<file path="src/rtl/fetch_next_pc_if.sv">
// Bundle of every fetch-stage bus: I-cache, BTB, decode, redirect and training.
// Decode handshake: an instruction transfers on a cycle where if_valid and if_ready are both high;
// while if_valid is high and if_ready is low, if_pc/if_ins/if_pred_* hold their values.
interface fetch_next_pc_if;
    logic        icache_read;
    logic [31:0] icache_address;
    logic [31:0] icache_rdata;
    logic        icache_resp;
    logic        btb_read;
    logic [31:0] btb_pc;
    logic [31:0] btb_ins;
    logic [31:0] btb_target;
    logic        btb_resp;
    logic        if_valid;
    logic        if_ready;
    logic [31:0] if_pc;
    logic [31:0] if_ins;
    logic        if_pred_taken;
    logic [31:0] if_pred_target;
    logic        redirect_valid;
    logic [31:0] redirect_pc;
    logic        upd_valid;
    logic [31:0] upd_pc;
    logic        upd_taken;
    logic [1:0]  fsm_state;

    modport master (
        output icache_read, icache_address, btb_read, btb_pc, btb_ins,
               if_valid, if_pc, if_ins, if_pred_taken, if_pred_target, fsm_state,
        input  icache_rdata, icache_resp, btb_target, btb_resp, if_ready,
               redirect_valid, redirect_pc, upd_valid, upd_pc, upd_taken
    );

    modport slave (
        input  icache_read, icache_address, btb_read, btb_pc, btb_ins,
               if_valid, if_pc, if_ins, if_pred_taken, if_pred_target, fsm_state,
        output icache_rdata, icache_resp, btb_target, btb_resp, if_ready,
               redirect_valid, redirect_pc, upd_valid, upd_pc, upd_taken
    );
endinterface

</file>
<file path="src/rtl/fetch_next_pc.sv">
// Fetch stage: owns the PC, reads the I-cache, consults the BTB and a 2-bit bimodal
// table for branches/JAL, and hands one predicted instruction at a time to decode.
module fetch_next_pc #(
    parameter logic [31:0] RESET_PC     = 32'h0000_0060,
    parameter int          BHT_IDX_BITS = 6
) (
    input logic            clk,
    input logic            rst_n,
    fetch_next_pc_if.master bus
);
    localparam int BHT_SIZE = 1 << BHT_IDX_BITS;
    localparam logic [6:0] OP_JAL    = 7'b1101111;
    localparam logic [6:0] OP_BRANCH = 7'b1100011;

    typedef enum logic [1:0] {FETCH = 2'd0, BTB = 2'd1, HOLD = 2'd2, DRAIN = 2'd3} state_t;

    state_t      state_q, state_d;
    logic [31:0] pc_q, pc_d;
    logic [31:0] ins_q, ins_d;
    logic        pred_taken_q, pred_taken_d;
    logic [31:0] pred_target_q, pred_target_d;
    logic        drain_btb_q, drain_btb_d;
    logic [1:0]  bht [BHT_SIZE];

    logic [31:0]             pc_plus4;
    logic [BHT_IDX_BITS-1:0] rd_idx;
    logic [BHT_IDX_BITS-1:0] up_idx;
    logic [1:0]              up_cnt;
    logic [1:0]              up_next;
    logic                    ins_is_jal;
    logic                    rdata_is_ctl;
    logic                    taken_c;

    assign pc_plus4     = pc_q + 32'd4;
    assign rd_idx       = pc_q[BHT_IDX_BITS+1:2];
    assign up_idx       = bus.upd_pc[BHT_IDX_BITS+1:2];
    assign ins_is_jal   = (ins_q[6:0] == OP_JAL);
    assign rdata_is_ctl = (bus.icache_rdata[6:0] == OP_JAL) || (bus.icache_rdata[6:0] == OP_BRANCH);
    // Reads the table before this cycle's update lands, so a same-index update is not seen yet.
    assign taken_c      = ins_is_jal | bht[rd_idx][1];

    assign up_cnt  = bht[up_idx];
    assign up_next = bus.upd_taken ? ((up_cnt == 2'b11) ? 2'b11 : up_cnt + 2'd1)
                                   : ((up_cnt == 2'b00) ? 2'b00 : up_cnt - 2'd1);

    always_comb begin
        state_d       = state_q;
        pc_d          = pc_q;
        ins_d         = ins_q;
        pred_taken_d  = pred_taken_q;
        pred_target_d = pred_target_q;
        drain_btb_d   = drain_btb_q;

        case (state_q)
            FETCH: begin
                if (bus.redirect_valid) begin
                    pc_d = bus.redirect_pc;
                    if (bus.icache_resp) begin
                        state_d = FETCH;
                    end else begin
                        state_d     = DRAIN;
                        drain_btb_d = 1'b0;
                    end
                end else if (bus.icache_resp) begin
                    ins_d = bus.icache_rdata;
                    if (rdata_is_ctl) begin
                        state_d = BTB;
                    end else begin
                        pred_taken_d  = 1'b0;
                        pred_target_d = pc_plus4;
                        state_d       = HOLD;
                    end
                end
            end
            BTB: begin
                if (bus.redirect_valid) begin
                    pc_d = bus.redirect_pc;
                    if (bus.btb_resp) begin
                        state_d = FETCH;
                    end else begin
                        state_d     = DRAIN;
                        drain_btb_d = 1'b1;
                    end
                end else if (bus.btb_resp) begin
                    pred_taken_d  = taken_c;
                    pred_target_d = taken_c ? bus.btb_target : pc_plus4;
                    state_d       = HOLD;
                end
            end
            HOLD: begin
                if (bus.redirect_valid) begin
                    pc_d    = bus.redirect_pc;
                    state_d = FETCH;
                end else if (bus.if_ready) begin
                    pc_d    = pred_target_q;
                    state_d = FETCH;
                end
            end
            DRAIN: begin
                if (bus.redirect_valid) begin
                    pc_d = bus.redirect_pc;
                end
                if (drain_btb_q ? bus.btb_resp : bus.icache_resp) begin
                    state_d = FETCH;
                end
            end
            default: state_d = FETCH;
        endcase
    end

    always_ff @(posedge clk or negedge rst_n) begin
        if (!rst_n) begin
            state_q       <= FETCH;
            pc_q          <= RESET_PC;
            ins_q         <= 32'd0;
            pred_taken_q  <= 1'b0;
            pred_target_q <= 32'd0;
            drain_btb_q   <= 1'b0;
        end else begin
            state_q       <= state_d;
            pc_q          <= pc_d;
            ins_q         <= ins_d;
            pred_taken_q  <= pred_taken_d;
            pred_target_q <= pred_target_d;
            drain_btb_q   <= drain_btb_d;
        end
    end

    always_ff @(posedge clk or negedge rst_n) begin
        if (!rst_n) begin
            for (int i = 0; i < BHT_SIZE; i++) begin
                bht[i] <= 2'b01;
            end
        end else if (bus.upd_valid) begin
            bht[up_idx] <= up_next;
        end
    end

    // The outstanding request stays asserted through DRAIN until its response returns.
    assign bus.icache_read    = (state_q == FETCH) || ((state_q == DRAIN) && !drain_btb_q);
    assign bus.icache_address = pc_q;
    assign bus.btb_read       = (state_q == BTB) || ((state_q == DRAIN) && drain_btb_q);
    assign bus.btb_pc         = pc_q;
    assign bus.btb_ins        = ins_q;
    assign bus.if_valid       = (state_q == HOLD) && !bus.redirect_valid;
    assign bus.if_pc          = pc_q;
    assign bus.if_ins         = ins_q;
    assign bus.if_pred_taken  = pred_taken_q;
    assign bus.if_pred_target = pred_target_q;
    assign bus.fsm_state      = state_q;
endmodule
</file>
<file path="src/flat_wrapper.sv">
// flat-port wrapper written by rule: the top's interface ports become plain ports
module fetch_next_pc_flat 
#(
    parameter logic [31:0] RESET_PC     = 32'h0000_0060,
    parameter int          BHT_IDX_BITS = 6
)
  (clk, rst_n, bus_icache_read, bus_icache_address, bus_btb_read, bus_btb_pc, bus_btb_ins, bus_if_valid, bus_if_pc, bus_if_ins, bus_if_pred_taken, bus_if_pred_target, bus_fsm_state, bus_icache_rdata, bus_icache_resp, bus_btb_target, bus_btb_resp, bus_if_ready, bus_redirect_valid, bus_redirect_pc, bus_upd_valid, bus_upd_pc, bus_upd_taken);
  fetch_next_pc_if bus_i ();
  input logic clk;
  input logic rst_n;
  output wire logic [$bits(bus_i.icache_read)-1:0] bus_icache_read;
  output wire logic [$bits(bus_i.icache_address)-1:0] bus_icache_address;
  output wire logic [$bits(bus_i.btb_read)-1:0] bus_btb_read;
  output wire logic [$bits(bus_i.btb_pc)-1:0] bus_btb_pc;
  output wire logic [$bits(bus_i.btb_ins)-1:0] bus_btb_ins;
  output wire logic [$bits(bus_i.if_valid)-1:0] bus_if_valid;
  output wire logic [$bits(bus_i.if_pc)-1:0] bus_if_pc;
  output wire logic [$bits(bus_i.if_ins)-1:0] bus_if_ins;
  output wire logic [$bits(bus_i.if_pred_taken)-1:0] bus_if_pred_taken;
  output wire logic [$bits(bus_i.if_pred_target)-1:0] bus_if_pred_target;
  output wire logic [$bits(bus_i.fsm_state)-1:0] bus_fsm_state;
  input wire logic [$bits(bus_i.icache_rdata)-1:0] bus_icache_rdata;
  input wire logic [$bits(bus_i.icache_resp)-1:0] bus_icache_resp;
  input wire logic [$bits(bus_i.btb_target)-1:0] bus_btb_target;
  input wire logic [$bits(bus_i.btb_resp)-1:0] bus_btb_resp;
  input wire logic [$bits(bus_i.if_ready)-1:0] bus_if_ready;
  input wire logic [$bits(bus_i.redirect_valid)-1:0] bus_redirect_valid;
  input wire logic [$bits(bus_i.redirect_pc)-1:0] bus_redirect_pc;
  input wire logic [$bits(bus_i.upd_valid)-1:0] bus_upd_valid;
  input wire logic [$bits(bus_i.upd_pc)-1:0] bus_upd_pc;
  input wire logic [$bits(bus_i.upd_taken)-1:0] bus_upd_taken;
  assign bus_icache_read = bus_i.icache_read;
  assign bus_icache_address = bus_i.icache_address;
  assign bus_btb_read = bus_i.btb_read;
  assign bus_btb_pc = bus_i.btb_pc;
  assign bus_btb_ins = bus_i.btb_ins;
  assign bus_if_valid = bus_i.if_valid;
  assign bus_if_pc = bus_i.if_pc;
  assign bus_if_ins = bus_i.if_ins;
  assign bus_if_pred_taken = bus_i.if_pred_taken;
  assign bus_if_pred_target = bus_i.if_pred_target;
  assign bus_fsm_state = bus_i.fsm_state;
  assign bus_i.icache_rdata = bus_icache_rdata;
  assign bus_i.icache_resp = bus_icache_resp;
  assign bus_i.btb_target = bus_btb_target;
  assign bus_i.btb_resp = bus_btb_resp;
  assign bus_i.if_ready = bus_if_ready;
  assign bus_i.redirect_valid = bus_redirect_valid;
  assign bus_i.redirect_pc = bus_redirect_pc;
  assign bus_i.upd_valid = bus_upd_valid;
  assign bus_i.upd_pc = bus_upd_pc;
  assign bus_i.upd_taken = bus_upd_taken;
  fetch_next_pc #(.RESET_PC(RESET_PC), .BHT_IDX_BITS(BHT_IDX_BITS)) u_core (.clk(clk), .rst_n(rst_n), .bus(bus_i));
endmodule
</file>
<file path="config.mk">
export PLATFORM = sky130hd
export DESIGN_NAME = fetch_next_pc_flat
export DESIGN_NICKNAME = d
export VERILOG_FILES = /design/src/rtl/fetch_next_pc_if.sv /design/src/rtl/fetch_next_pc.sv /design/src/flat_wrapper.sv
export SDC_FILE = /design/constraint.sdc
export NUM_CORES = 1
export LEC_CHECK = 0
export BUFFER_PORTS_ARGS = -buffer_cell sky130_fd_sc_hd__buf_2
export CAP_MARGIN = 25
export CORE_MARGIN = 3
export CORE_UTILIZATION = 53
export CTS_BUF_LIST = sky130_fd_sc_hd__clkbuf_4 sky130_fd_sc_hd__clkbuf_8 sky130_fd_sc_hd__clkbuf_16
export DETAILED_ROUTE_END_ITERATION = 8
export PLACE_DENSITY_LB_ADDON = 0.25
export SETUP_SLACK_MARGIN = 0.05
export SYNTH_ARGS = -nofsm -noshare
export SYNTH_HDL_FRONTEND = slang
export SYNTH_SLANG_ARGS = --single-unit
</file>
<file path="constraint.sdc">
create_clock -name clk -period 2.9 [get_ports clk]
set_clock_uncertainty 0.05 [all_clocks]
set_input_delay 0.145 -clock clk [delete_from_list [all_inputs] [get_ports clk]]
set_output_delay 0.145 -clock clk [all_outputs]
set_load 0.02 [all_outputs]
</file>
## Word-level counts from Yosys, hierarchy flattened

Cells that the tools add are included.
W data, S select, Z words.

| word-level totals | value |
|---|---|
| RAM bits | 0 |
| ROM bits | 0 |
| bits in latches | 0 |
| bits in registers | 228 |
| memories | 0 |
| output and inout port bits | 198 |
| word-level logic and storage cells | 165 |
| input port bits | 136 |

| cells by class | value |
|---|---|
| add/sub/neg operators | 3 |
| div/mod/pow operators | 0 |
| mux-type cells | 46 |
| equal/unequal tests | 21 |
| magnitude comparators | 3 |
| reduce and logical (&&, ||, !) cells | 18 |
| bitwise operators | 4 |
| shift-type cells | 0 |
| multipliers | 0 |

Operators with widths:

| kind | number |
|---|---|
| $mux W32 | 9 |
| $bwmux W128 | 1 |
| $pmux W32 S2 | 2 |
| $mux W2 | 18 |
| $add A32 B3 Y32 const B | 1 |
| $bmux W2 S6 | 2 |
| $eq A7 B7 Y1 const B | 3 |
| $ne A2 B2 Y1 const B | 9 |
| $ge A7 B7 Y1 const B | 2 |
| $not A6 Y7 | 2 |
| $demux W2 S6 | 1 |
| $mux W1 | 10 |
| $ne A3 B3 Y1 const B | 3 |
| $pmux W2 S4 | 1 |
| $lt A7 B1 Y1 const B | 1 |
| $eq A2 B2 Y1 const B | 3 |
| $reduce_and A6 Y1 | 1 |
| $reduce_and A5 Y1 | 1 |
| $logic_and A1 B1 Y1 | 4 |
| $logic_not A2 Y1 | 2 |
| $ne A2 B1 Y1 const B | 2 |
| $pmux W1 S2 | 2 |
| $reduce_and A4 Y1 | 1 |
| $logic_or A1 B1 Y1 | 3 |
| other kinds (10) | 11 |

## Depth between registers and ports, before layout

Gate-level depths: netlist of the first run.

| depth | value |
|---|---|
| word-level depth | 9 |
| depth in mapped cells | 11 |
| mapped depth without buffers | 7 |

## Least setup slack after synthesis of the first run

No wires, ideal clock.

| path | value |
|---|---|
| path kind | reg-to-reg |
| from | register u_core.pc_q[2] (netlist: u_core.bus.btb_pc[2]) |
| to | register u_core.pred_target_q[10] (netlist: u_core.bus.if_pred_target[10]) |
| buffers on the path | 4 |
| clock period less this slack | 2,825 ps |
| library setup time | 133 ps |
| arrival | 2,642 ps |
| required time | 2,717 ps |
| cell stages (with the launch flop) | 12 |
| setup slack | 75 ps |
| cells stage by stage | dfrtp_1 > buf_2 > buf_2 > mux4_2 > nand2_1 > nand3_1 > o311ai_0 > and3_1 > buf_2 > buf_2 > mux2i_1 > o21ai_0 |

| on the way | value |
|---|---|
| cells in the longest elaborated chain, start to end | 9 |
| elaborated cells on any way between the ends | 13 |
| classes of those cells | add/sub: 1; mux: 10; bitwise: 2 |

Ends and longest elaborated chain:

| item | line | text |
|---|---|---|
| from (decl) | fetch_next_pc.sv:18 | `logic [31:0] pc_q, pc_d;` |
| from (signal assigned) | fetch_next_pc.sv:121 | `pc_q <= pc_d;` |
| $not A6 Y7 (not written as such) | fetch_next_pc.sv:40 | `assign taken_c = ins_is_jal \| bht[rd_idx][1];` |
| $bmux W2 S6 | fetch_next_pc.sv:40 |  |
| $mux W2 (not written as such) (2 in series) | fetch_next_pc.sv:40 |  |
| $or A1 B1 Y1 | fetch_next_pc.sv:40 |  |
| $mux W32 | fetch_next_pc.sv:86 | `pred_target_d = taken_c ? bus.btb_target : pc_plus4;` |
| $mux W32 | fetch_next_pc.sv:84 | `end else if (bus.btb_resp) begin` |
| $mux W32 | fetch_next_pc.sv:76 | `if (bus.redirect_valid) begin` |
| $pmux W32 S2 * | fetch_next_pc.sv:54 | `case (state_q)` |
| to (signal assigned) | fetch_next_pc.sv:124 | `pred_target_q <= pred_target_d;` |
| to (decl) | fetch_next_pc.sv:21 | `logic [31:0] pred_target_q, pred_target_d;` |

Every way passes the cells marked *; elsewhere a longest branch is shown, timed or not. The select of a mux whose other input is x is not followed.
A chain may end at the register's enable or synchronous reset.

## Worst setup path after layout of the first run

| path | value |
|---|---|
| from | register u_core.bht[21] in the netlist's numbering |
| to | register u_core.bht[96] in the netlist's numbering |

| on the way | value |
|---|---|
| cells in the longest elaborated chain, start to end | 7 |
| elaborated cells on any way between the ends | 9 |
| classes of those cells | eq/ne: 1; mux: 7; reduce/logical: 1 |

Ends and longest elaborated chain:

| item | line | text |
|---|---|---|
| from (decl) | fetch_next_pc.sv:23 | `logic [1:0] bht [BHT_SIZE];` |
| from (signal, indexed assignment) | fetch_next_pc.sv:135 | `bht[up_idx] <= up_next;` |
| $bmux W2 S6 * | fetch_next_pc.sv:42 | `assign up_cnt = bht[up_idx];` |
| $mux W2 (not written as such) * (2 in series) | fetch_next_pc.sv:42 |  |
| $eq A2 B2 Y1 or $logic_not A2 Y1 (tied branches) | fetch_next_pc.sv:43, fetch_next_pc.sv:44 |  |
| $mux W2 (on tied branches) | fetch_next_pc.sv:43, fetch_next_pc.sv:44 |  |
| $mux W2 * | fetch_next_pc.sv:43 | `assign up_next = bus.upd_taken ? ((up_cnt == 2'b11) ? 2'b11 : up_cnt + 2'd1)` |
| $bwmux W128 * | fetch_next_pc.sv:135 |  |

Marks and branches as above.

==> run summary, run 1 <==
status: finished clean
Worst Hold Depth: 4
Synth Instances: 1282
Placer Congestion: 0.924
most common cell in the netlist: nand2_1
DRC violation count after routing: 0
routed via count: 11200
R2R Path End: u_core.bht[96]$_DFFE_PN1P_
Clock Latency Late Sink: 0.53 ns
die area: 25200 sq um
Synth async-reset ratio: 100%
Hold Crit Class: primary input to flip-flop
Synth cell types: 58
FILL cells: 1642
CTS tree: yes
Hold Path Origin: bus_if_ready
post-synthesis xor/xnor area fraction: 1.92%
largest net degree at the start of global routing: 86
VDD IR max: 534 uV
r2r startpoint: u_core.bht[21]$_DFFE_PN0P_
share of layout cells above drive strength 1: 35.9%
synth top area cells: dfrtp_1 33%, dfstp_2 14%, nand2_1 9.2%, o21ai_0 6.4%, buf_4 5.8%
Initial DRC Count: 1074
grt total ovfl: 0
vias per cell: 5.77
FP Rows: 55
CTS Sinks: 228
GRT Resource Usage Total: 30.6%
endpoints failing setup: 0
Ys Warns: 0
# IOs: 334
Yosys reg bits: 228
Max-Cap Viols: 0
slew at the pin closest to its max-slew limit: 0.877 ns
die height: 159 um
hold path endpoint: u_core.bus.btb_pc[7]$_DFFE_PN0P_
Post-Syn Area: 12300 sq um
Synth Area in Compound Gates: 14.9%
starting density of the core: 54.2%
critical path class: flip-flop to flip-flop
Multi-input gate area: 5450 sq um
htree depth: 1
DR WL met3: 3310 um
Leak: 7.26 nW
fin cells: 1946
Post-Synth Adder-Cell Area: 0.101%
vias in the first global route: 11000
DR WL/cell: 20.6 um
data arrival time of the worst path: 3.23 ns
WL met1: 15600 um
Startpoint Class: flip-flop
Detail Route Antenna Nets: 0
I/O Buffers: 307
CP Max Fanout: 16
Worst EP required: 3.30 ns
met2 WL post-DR: 19300 um
top sig layer: met4
DIE WIDTH: 159 um
Simple-Gate Fraction of Synth Area: 14.7%
endpoints failing hold: 0
Final min period: 2.83 ns
Setup crit end kind: flip-flop
cell count after placement: 1783
Post-synth top flop: dfrtp_1
number of flops mapped to enable cells by yosys: 0
FF-to-FF path depth: 10
initial antenna violation count: 4
Post-Route Setup TNS: 0 ns
synth cell count leaders: 301 x nand2_1, 162 x dfrtp_1, 157 x o21ai_0
Synth top area share: 32.8%
Longest Clk Path Bufs: 3
Cell Pwr Density: 882 nW/um^2
DRT Pass-1 Iters: 5
FF/Latch Area: 5790 sq um
Mapped Nets: 1419
Peak Freq: 353 MHz
period utilisation layout: 97.6%
cell taking the most area after synthesis: dfrtp_1
core footprint: 22800 sq um
nets@finish: 1746
clock-pin slew on the worst setup and hold paths: 0.06 ns
mux cell area share after synthesis: 12.0%
Layout Area Growth over Synthesis: 28.5%
synthesized area per cell: 9.63 sq um
Slew Limit Fails: 0
Worst slew margin: 41.1%
sequential area share after synthesis: 46.9%
RSZ-0062 raised after global routing: true
clock root buffer: clkbuf_16
largest family of logic cells by synthesized area: compound AO/OA/AOI/OAI gates
DP HPWL: 26100 um
CTS Buf Count: 26
first-pass GRT wire length: 60700 um
WL final: 40100 um
R2R Setup Slk: 0.07 ns
-- metal layers --
metal  vias up  global-route usage [%]
met5         -                       0
met4         0                    12.6
met3       153                    6.28
met2       619                    50.1
met1      5396                    39.8
li1       5062                       -
-- worst max path at each step --
stage / slack, ns / start / to
5_1_grt: -0.02 / u_core.bht[17]$_DFFE_PN0P_ / u_core.bht[112]$_DFFE_PN1P_
2_1_floorplan: 0.07 / u_core.bus.btb_pc[2]$_DFFE_PN0P_ / u_core.bus.if_pred_target[10]$_DFFE_PN0P_
3_3_place_gp: 0.11 / u_core.bht[29]$_DFFE_PN0P_ / u_core.bht[37]$_DFFE_PN0P_
6_report: 0.07 / u_core.bht[21]$_DFFE_PN0P_ / u_core.bht[96]$_DFFE_PN1P_
4_1_cts: 0.08 / u_core.bus.btb_pc[3]$_DFFE_PN0P_ / u_core.bus.if_pred_target[27]$_DFFE_PN0P_
3_5_place_dp: 0.05 / u_core.bht[19]$_DFFE_PN0P_ / u_core.bht[29]$_DFFE_PN0P_
-- final cells by class --
type | instances | area share [%]
sequential | 228 | 36.5
clock buffer | 40 | 5.16
tap | 313 | 2.47
inverter | 11 | 0.260
timing repair buffer | 470 | 20.6
antenna | 4 | 0.0631
multi-input combinational | 872 | 34.3
clock inverter | 8 | 0.655
-- metrics by stage --
| stage | area, sq um | total power, mW | util (%) | setup WS, ns | hold slack, ns |
|---|---|---|---|---|---|
| final | 15900 | 14.0 | 69.7 | 0.0683 | 0.0302 |
| after global routing | 15900 | 14.7 | 69.7 | -0.0193 | 0.0470 |
| after CTS | 15700 | 13.8 | 68.7 | 0.0776 | 0.00634 |
| after detailed placement | 13700 | 10.2 | 60.1 | 0.0496 | 0.142 |
| after global placement | 13700 | 10.1 | 60.1 | 0.108 | 0.139 |
| after floorplan | 12300 | 8.82 | - | 0.0746 | -0.201 |
-- cells by family (layout without fill, tap and decap cells) --
group                      count (synthesis)  in the layout
and+or+nand+nor                          423            423
DFF                                      228            228
adders and majority gates                  1              1
other                                      0              4
xor gates and xnor gates                  27             27
muxes                                    109            109
AOI/OAI and AO/OA                        312            312
buffers and inverters                    182            529
-- flip-flops by register name, indices dropped and copies added, names as in the netlist --
signal                     cells
u_core.drain_btb_q             1
u_core.bus.btb_pc             32
u_core.bus.fsm_state           2
u_core.bht                   128
u_core.bus.if_pred_target     32
u_core.bus.if_pred_taken       1
u_core.bus.btb_ins            32
-- report_power, final --
part | switching (mW) | internal, mW
sequential | 0.995 | 4.08
clock | 1.32 | 2.12
combinational | 3.44 | 2.04
-- repair_timing --
| action | 4_1_cts | 5_1_grt |
|---|---|---|
| pin swaps | 2 | 3 |
| hold endpoints to repair | 180 | 0 |
| gates cloned | 0 | 5 |
| buffers inserted | 1 | 4 |
| hold buffers | 101 | 0 |
| resized for setup | 2 | 15 |
| endpoints found under the setup margin | 82 | 114 |
-- worst max-delay path, cell delays in order (launching register included) --
cell and delay, ns:
dfrtp_1 0.41, mux4_2 0.47, mux2_2 0.27, a211o_1 0.35, a2111oi_4 0.31, nand4_1 0.18, buf_6 0.17, o21ai_4 0.07
buf_12 0.17, clkbuf_16 0.19, o21ai_0 0.10
-- placed cells by master, fill, tap and decap left out, types with 4 or more instances in the layout --
cell type	instances
dfrtp_1	161
clkbuf_16	31
buf_4	43
nand2b_1	5
nor3b_1	5
clkinv_2	4
a31oi_1	8
mux2i_1	36
a21oi_1	15
a21boi_0	5
nand4_1	12
nand2_1	301
nand3_1	15
clkbuf_8	10
inv_1	10
dlygate4sd3_1	101
nor3_1	9
o21ai_0	153
mux4_2	26
a221oi_1	9
buf_12	10
a22oi_1	8
and2_1	4
o211ai_1	4
and3b_1	5
mux2_2	47
xnor2_1	20
nor2_1	30
o22ai_1	38
clkbuf_4	4
buf_2	306
diode_2	4
o21ai_2	16
dfstp_2	66
o21ai_1	35
xor2_1	7
and3_1	17
nor2b_1	6
Note: power is estimated with default switching activity, not from simulation.
==> run 2, diff against run 1 <==
==> constraint.sdc (replaced) <==
create_clock -name clk -period 2.9 [get_ports clk]
set_clock_uncertainty 0.05 [all_clocks]
set_input_delay 0 -clock clk [delete_from_list [all_inputs] [get_ports clk]]
set_output_delay 0 -clock clk [all_outputs]
set_load 0.02 [all_outputs]
==> run summary, run 2 (same netlist as run 1, synthesis figures left out) <==
status: finished clean
Max stage delay cell, worst path: mux4_1
Cell Pwr Density: 885 nW/um^2
R2R Setup Slk: 0.05 ns
R2R Path End: u_core.bht[5]$_DFFE_PN0P_
DRT Pass-1 Iters: 5
total power draw: 14.0 mW
Placer Congestion: 0.916
Max-Cap Viols: 0
WL final: 40000 um
die height: 159 um
CTS Buf Count: 26
Slew Limit Fails: 0
share of layout cells above drive strength 1: 35.5%
nets@finish: 1743
I/O Buffers: 307
htree depth: 1
Leak: 7.23 nW
routed via count: 11100
Worst Hold Depth: 5
Hold Path Origin: bus_btb_resp
most common cell after layout, fill and taps aside: buf_2
die area: 25200 sq um
endpoints failing setup: 0
Final min period: 2.85 ns
Detail Route Antenna Nets: 0
slowest stage delay, CP: 0.49 ns
CP Max Fanout: 8
Largest register FFs: 128
clock-pin slew on the worst setup and hold paths: 0.06 ns
Layout Area Growth over Synthesis: 28.3%
CTS Sinks: 228
clock root buffer: clkbuf_16
r2r startpoint: u_core.bht[27]$_DFFE_PN0P_
data arrival time of the worst path: 3.20 ns
Worst slew margin: 34.5%
VDD IR max: 616 uV
worst-path cell chain: mux4_1, mux2_2, a211o_1, a2111oi_4, nand4_1, buf_4, o21ai_4, buf_12, clkbuf_16, o21ai_0
Longest Clk Path Bufs: 3
DRC violation count after routing: 0
vias in the first global route: 10600
Buf/Inv on CP: 3
Reg with most FFs: u_core.bht
Hold Crit Class: primary input to flip-flop
hold path endpoint: u_core.bus.fsm_state[0]$_DFFE_PN0P_
grt total ovfl: 0
cell family with most CP delay: compound AO/OA/AOI/OAI gates
DP HPWL: 26100 um
FF-to-FF path depth: 10
GRT Resource Usage Total: 30.2%
Initial DRC Count: 961
Peak Freq: 351 MHz
slew at the pin closest to its max-slew limit: 0.975 ns
Area after DPL: 13700 sq um
FILL cells: 1677
largest net degree at the start of global routing: 96
commonest non-fill, non-tap cells in the layout: 306 x buf_2, 301 x nand2_1, 161 x dfrtp_1
Worst EP required: 3.25 ns
Final Cell Area: 15800 sq um
DR WL/cell: 20.6 um
critical path class: flip-flop to flip-flop
starting density of the core: 54.2%
Post-Route Setup TNS: 0 ns
Clock Latency Late Sink: 0.54 ns
CTS tree: yes
period utilisation layout: 98.2%
Setup crit end kind: flip-flop
Startpoint Class: flip-flop
# IOs: 334
endpoints failing hold: 0
core footprint: 22800 sq um
vias per cell: 5.72
initial antenna violation count: 2
FP Rows: 55
RSZ-0062 raised after global routing: true
DIE WIDTH: 159 um
first-pass GRT wire length: 59700 um
## run 2: how the worst max path moves through the flow
stage	start	to	slack [ns]	cells past startpoint
after detailed placement	u_core.bht[29]$_DFFE_PN0P_	u_core.bht[29]$_DFFE_PN0P_	0.1	8
after floorplan	u_core.bus.btb_pc[2]$_DFFE_PN0P_	u_core.bus.if_pred_target[10]$_DFFE_PN0P_	0.07	11
after global placement	u_core.bht[29]$_DFFE_PN0P_	u_core.bht[29]$_DFFE_PN0P_	0.14	8
after global routing	u_core.bht[25]$_DFFE_PN0P_	u_core.bht[62]$_DFFE_PN1P_	-0.02	10
final	u_core.bht[27]$_DFFE_PN0P_	u_core.bht[5]$_DFFE_PN0P_	0.05	10
after CTS	u_core.bht[29]$_DFFE_PN0P_	u_core.bht[5]$_DFFE_PN0P_	0.08	8
## run 2: worst register-to-register path, cell delays in order, from the launching register on
cell and delay, ns:
dfrtp_1 0.40, mux4_1 0.49, mux2_2 0.29, a211o_1 0.35
a2111oi_4 0.30, nand4_1 0.15, buf_4 0.19, o21ai_4 0.09
buf_12 0.16, clkbuf_16 0.15, o21ai_0 0.09
## run 2: area by class of cell
| type | instances | area, sq um | share of cell area, % |
|---|---|---|---|
| antenna | 2 | 5.00 | 0.0316 |
| clock buffer | 34 | 748 | 4.72 |
| clock inverter | 14 | 173 | 1.09 |
| inverter | 11 | 41.3 | 0.261 |
| multi-input combinational | 872 | 5440 | 34.3 |
| sequential | 228 | 5790 | 36.6 |
| tap | 313 | 392 | 2.47 |
| timing repair buffer | 467 | 3250 | 20.5 |
## run 2: where the power goes
part,switching [mW],internal (mW),leakage (nW)
Combinational,3.44,2.03,4.01
Clock,1.36,2.09,0.443
Sequential,1.01,4.08,2.78
## run 2: repair_timing
item | 4_1_cts | 5_1_grt
hold buffers | 102 | 0
endpoints found under the hold margin | 284 | 0
setup buffers | 0 | 5
endpoints found under the setup margin | 0 | 150
resized for setup | 0 | 9
## run 2: per-layer routing
| metal | routed length [um] | track usage (%) |
|---|---|---|
| met5 | 0 | 0 |
| met1 | 15600 | 39.8 |
| met4 | 2020 | 14.3 |
| met2 | 19100 | 48.7 |
| met3 | 3260 | 5.19 |
## run 2: stage by stage
step,setup slack [ns],instances,util (%),hold slack (ns)
final,0.0514,1941,69.5,0.0223
after global routing,-0.0168,1941,69.5,0.0435
after CTS,0.0829,1928,68.5,0.00118
after detailed placement,0.0957,1778,60.0,-0.0830
after global placement,0.145,1778,60.0,-0.0829
after floorplan,0.0746,1282,-,-0.346
==> run 3, diff against run 2 <==
--- a/config.mk
+++ b/config.mk
@@ -5,10 +5,11 @@
 export SDC_FILE = /design/constraint.sdc
 export NUM_CORES = 1
 export LEC_CHECK = 0
+export ABC_AREA = 1
 export BUFFER_PORTS_ARGS = -buffer_cell sky130_fd_sc_hd__buf_2
 export CAP_MARGIN = 25
 export CORE_MARGIN = 3
-export CORE_UTILIZATION = 53
+export CORE_UTILIZATION = 55
 export CTS_BUF_LIST = sky130_fd_sc_hd__clkbuf_4 sky130_fd_sc_hd__clkbuf_8 sky130_fd_sc_hd__clkbuf_16
 export DETAILED_ROUTE_END_ITERATION = 8
 export PLACE_DENSITY_LB_ADDON = 0.25
==> run summary, run 3 <==
status: finished clean
Synth Instances: 1960
share of layout cells above drive strength 1: 22.6%
Startpoint Class: flip-flop
endpoints failing hold: 0
initial antenna violation count: 0
DR WL/cell: 17.9 um
first-pass GRT wire length: 72700 um
Synth async-reset ratio: 100%
core footprint: 24500 sq um
most common cell in the netlist: nand2_1
most used cell, CP: dlygate4sd3_1
Peak Freq: 370 MHz
Longest Clk Path Bufs: 3
DRC violation count after routing: 0
Reg with most FFs: u_core.bht
Setup crit end kind: flip-flop
Detail Route Antenna Nets: 0
Layout Area Growth over Synthesis: 23.9%
DRT Pass-1 Iters: 6
Largest register FFs: 128
nets@finish: 2412
worst-path cell chain: inv_1, nor2_2, buf_4, nand3_1, dlygate4sd3_1, a31oi_1, dlygate4sd3_1
Ys Warns: 0
slew at the pin closest to its max-slew limit: 0.733 ns
period utilisation layout: 93.2%
CTS Sinks: 228
cell taking the most area after synthesis: dfrtp_1
DIE WIDTH: 165 um
die area: 27100 sq um
DP HPWL: 30600 um
Max stage delay cell, worst path: dlygate4sd3_1
I/O Buffers: 307
CTS Buf Count: 26
Max-Cap Viols: 0
RSZ-0062 raised after global routing: false
largest net degree at the start of global routing: 73
Clock Latency Late Sink: 0.54 ns
sequential area share after synthesis: 41.8%
htree depth: 1
synth top area cells: dfrtp_1 29%, nand2_1 20%, dfstp_2 13%, buf_4 6.1%, nand3_1 5.5%
clock root buffer: clkbuf_16
critical path class: flip-flop to flip-flop
synthesized area per cell: 7.07 sq um
Cell Pwr Density: 880 nW/um^2
vias in the first global route: 13900
Final min period: 2.70 ns
Post-Syn Area: 13900 sq um
synth cell count leaders: 753 x nand2_1, 192 x inv_1, 162 x dfrtp_1
Hold Crit Class: primary input to flip-flop
hold slack: 0.0493 ns
routed via count: 14400
cell family with most CP delay: buffers and inverters
slowest stage delay, CP: 0.62 ns
Post-synth top flop: dfrtp_1
endpoints failing setup: 0
FP Rows: 57
Placer Congestion: 1.00
Yosys reg bits: 228
FILL cells: 2005
starting density of the core: 56.5%
commonest non-fill, non-tap cells in the layout: 752 x nand2_1, 306 x buf_2, 192 x inv_1
CTS tree: yes
GRT Resource Usage Total: 33.9%
Mapped Nets: 2097
Synth top area share: 29.2%
VDD IR max: 882 uV
Worst EP required: 3.32 ns
Leak: 8.76 nW
WL final: 46900 um
die height: 165 um
most common cell after layout, fill and taps aside: nand2_1
Post-CTS Setup Repair Bufs: 0
data arrival time of the worst path: 3.12 ns
vias per cell: 5.51
Buf/Inv on CP: 4
# IOs: 334
Worst slew margin: 50.8%
Slew Limit Fails: 0
Synth cell types: 37
grt total ovfl: 0
Post-Route Setup TNS: 0 ns
ANT cells: 0
clock-pin slew on the worst setup and hold paths: 0.06 ns
Initial DRC Count: 1688
number of flops mapped to enable cells by yosys: 0
CP Max Fanout: 32
run 3: changes by cell type in the layout (fill, tap and decap cells not counted), sizes merged, moves of 24 or more:
cell and delta:
nor2 +118, nand3b +24, mux2i -36, inv +185
mux4 -26, nand3 +140, o21ai -118, nor3 +26
nand2 +460
run 3: routing by layer:
| metal | vias to the layer above | wire (um) | track usage, % |
|---|---|---|---|
| met5 | - | 0 | 0 |
| met4 | 0 | 2370 | 15.6 |
| met3 | 183 | 5240 | 6.72 |
| met2 | 911 | 21400 | 53.2 |
| met1 | 6651 | 17900 | 45.4 |
| li1 | 6680 | - | - |
run 3: power by group:
group          total [mW]  switching, mW  internal [mW]  leakage [nW]
Sequential           4.96          0.903           4.06          2.77
Clock                3.66           1.39           2.28         0.486
Combinational        6.49           4.35           2.14          5.50
run 3: what timing repair did:
item                       4_1_cts  5_1_grt
setup endpoints to repair        0        1
hold endpoints to repair       317        0
hold buffers                   116        0
gates resized for setup          0        1
run 3: worst reg2reg max path, cell delays in order, from the launching register on:
cell and delay, ns:
dfrtp_1 0.48, inv_1 0.11, nor2_2 0.11, buf_4 0.38, nand3_1 0.14, dlygate4sd3_1 0.62, a31oi_1 0.18, dlygate4sd3_1 0.57
run 3: cells by family (layout without fill, tap and decap cells):
group / Yosys count / after routing / synth area share, %
multiplexers: 29 / 29 / 2.36
buffers and inverters: 377 / 712 / 14.0
AO/OA/AOI/OAI: 154 / 154 / 5.88
adder cells (fa/ha/maj): 1 / 1 / 0.0902
AND/OR/NAND/NOR: 1145 / 1145 / 34.3
flip-flops: 228 / 228 / 41.8
XOR/XNOR: 26 / 26 / 1.64
run 3: path summary, 6_finish.rpt:
path / start / end / slack [ns] / cells past startpoint
worst max-delay path: u_core.bus.fsm_state[0]$_DFFE_PN0P_ / u_core.bus.fsm_state[0]$_DFFE_PN0P_ / 0.20 / 7
worst min-delay path: bus_upd_pc[5] / u_core.bht[10]$_DFFE_PN1P_ / 0.05 / 6
worst max register to register: u_core.bus.fsm_state[0]$_DFFE_PN0P_ / u_core.bus.fsm_state[0]$_DFFE_PN0P_ / 0.20 / 7
worst min register to register: u_core.bht[14]$_DFFE_PN1P_ / u_core.bht[14]$_DFFE_PN1P_ / 0.41 / 2
max in group asynchronous: rst_n / u_core.bht[5]$_DFFE_PN0P_ / 1.19 / 4
min in group asynchronous: rst_n / u_core.bht[3]$_DFFE_PN0P_ / 0.50 / 3
run 3: cell type report:
cell class                 instances  area (sq um)  share of cell area (%)
multi-input combinational       1355          6160                    35.8
inverter                         199           747                    4.35
clock buffer                      41           856                    4.98
clock inverter                     7           110                   0.641
sequential                       228          5790                    33.7
tap                              324           405                    2.36
timing repair buffer             465          3110                    18.1
run 3: through the flow:
step / worst slack [ns] / area [sq um] / util, % / instances / power [mW]
2_1_floorplan: 0.811 / 13900 / - / 1960 / 9.49
3_3_place_gp: 0.500 / 15000 / 61.3 / 2455 / 11.0
3_5_place_dp: 0.395 / 15000 / 61.3 / 2455 / 11.1
4_1_cts: 0.334 / 17200 / 70.0 / 2619 / 15.0
5_1_grt: 0.0811 / 17200 / 70.0 / 2619 / 15.9
6_report: 0.196 / 17200 / 70.0 / 2619 / 15.1
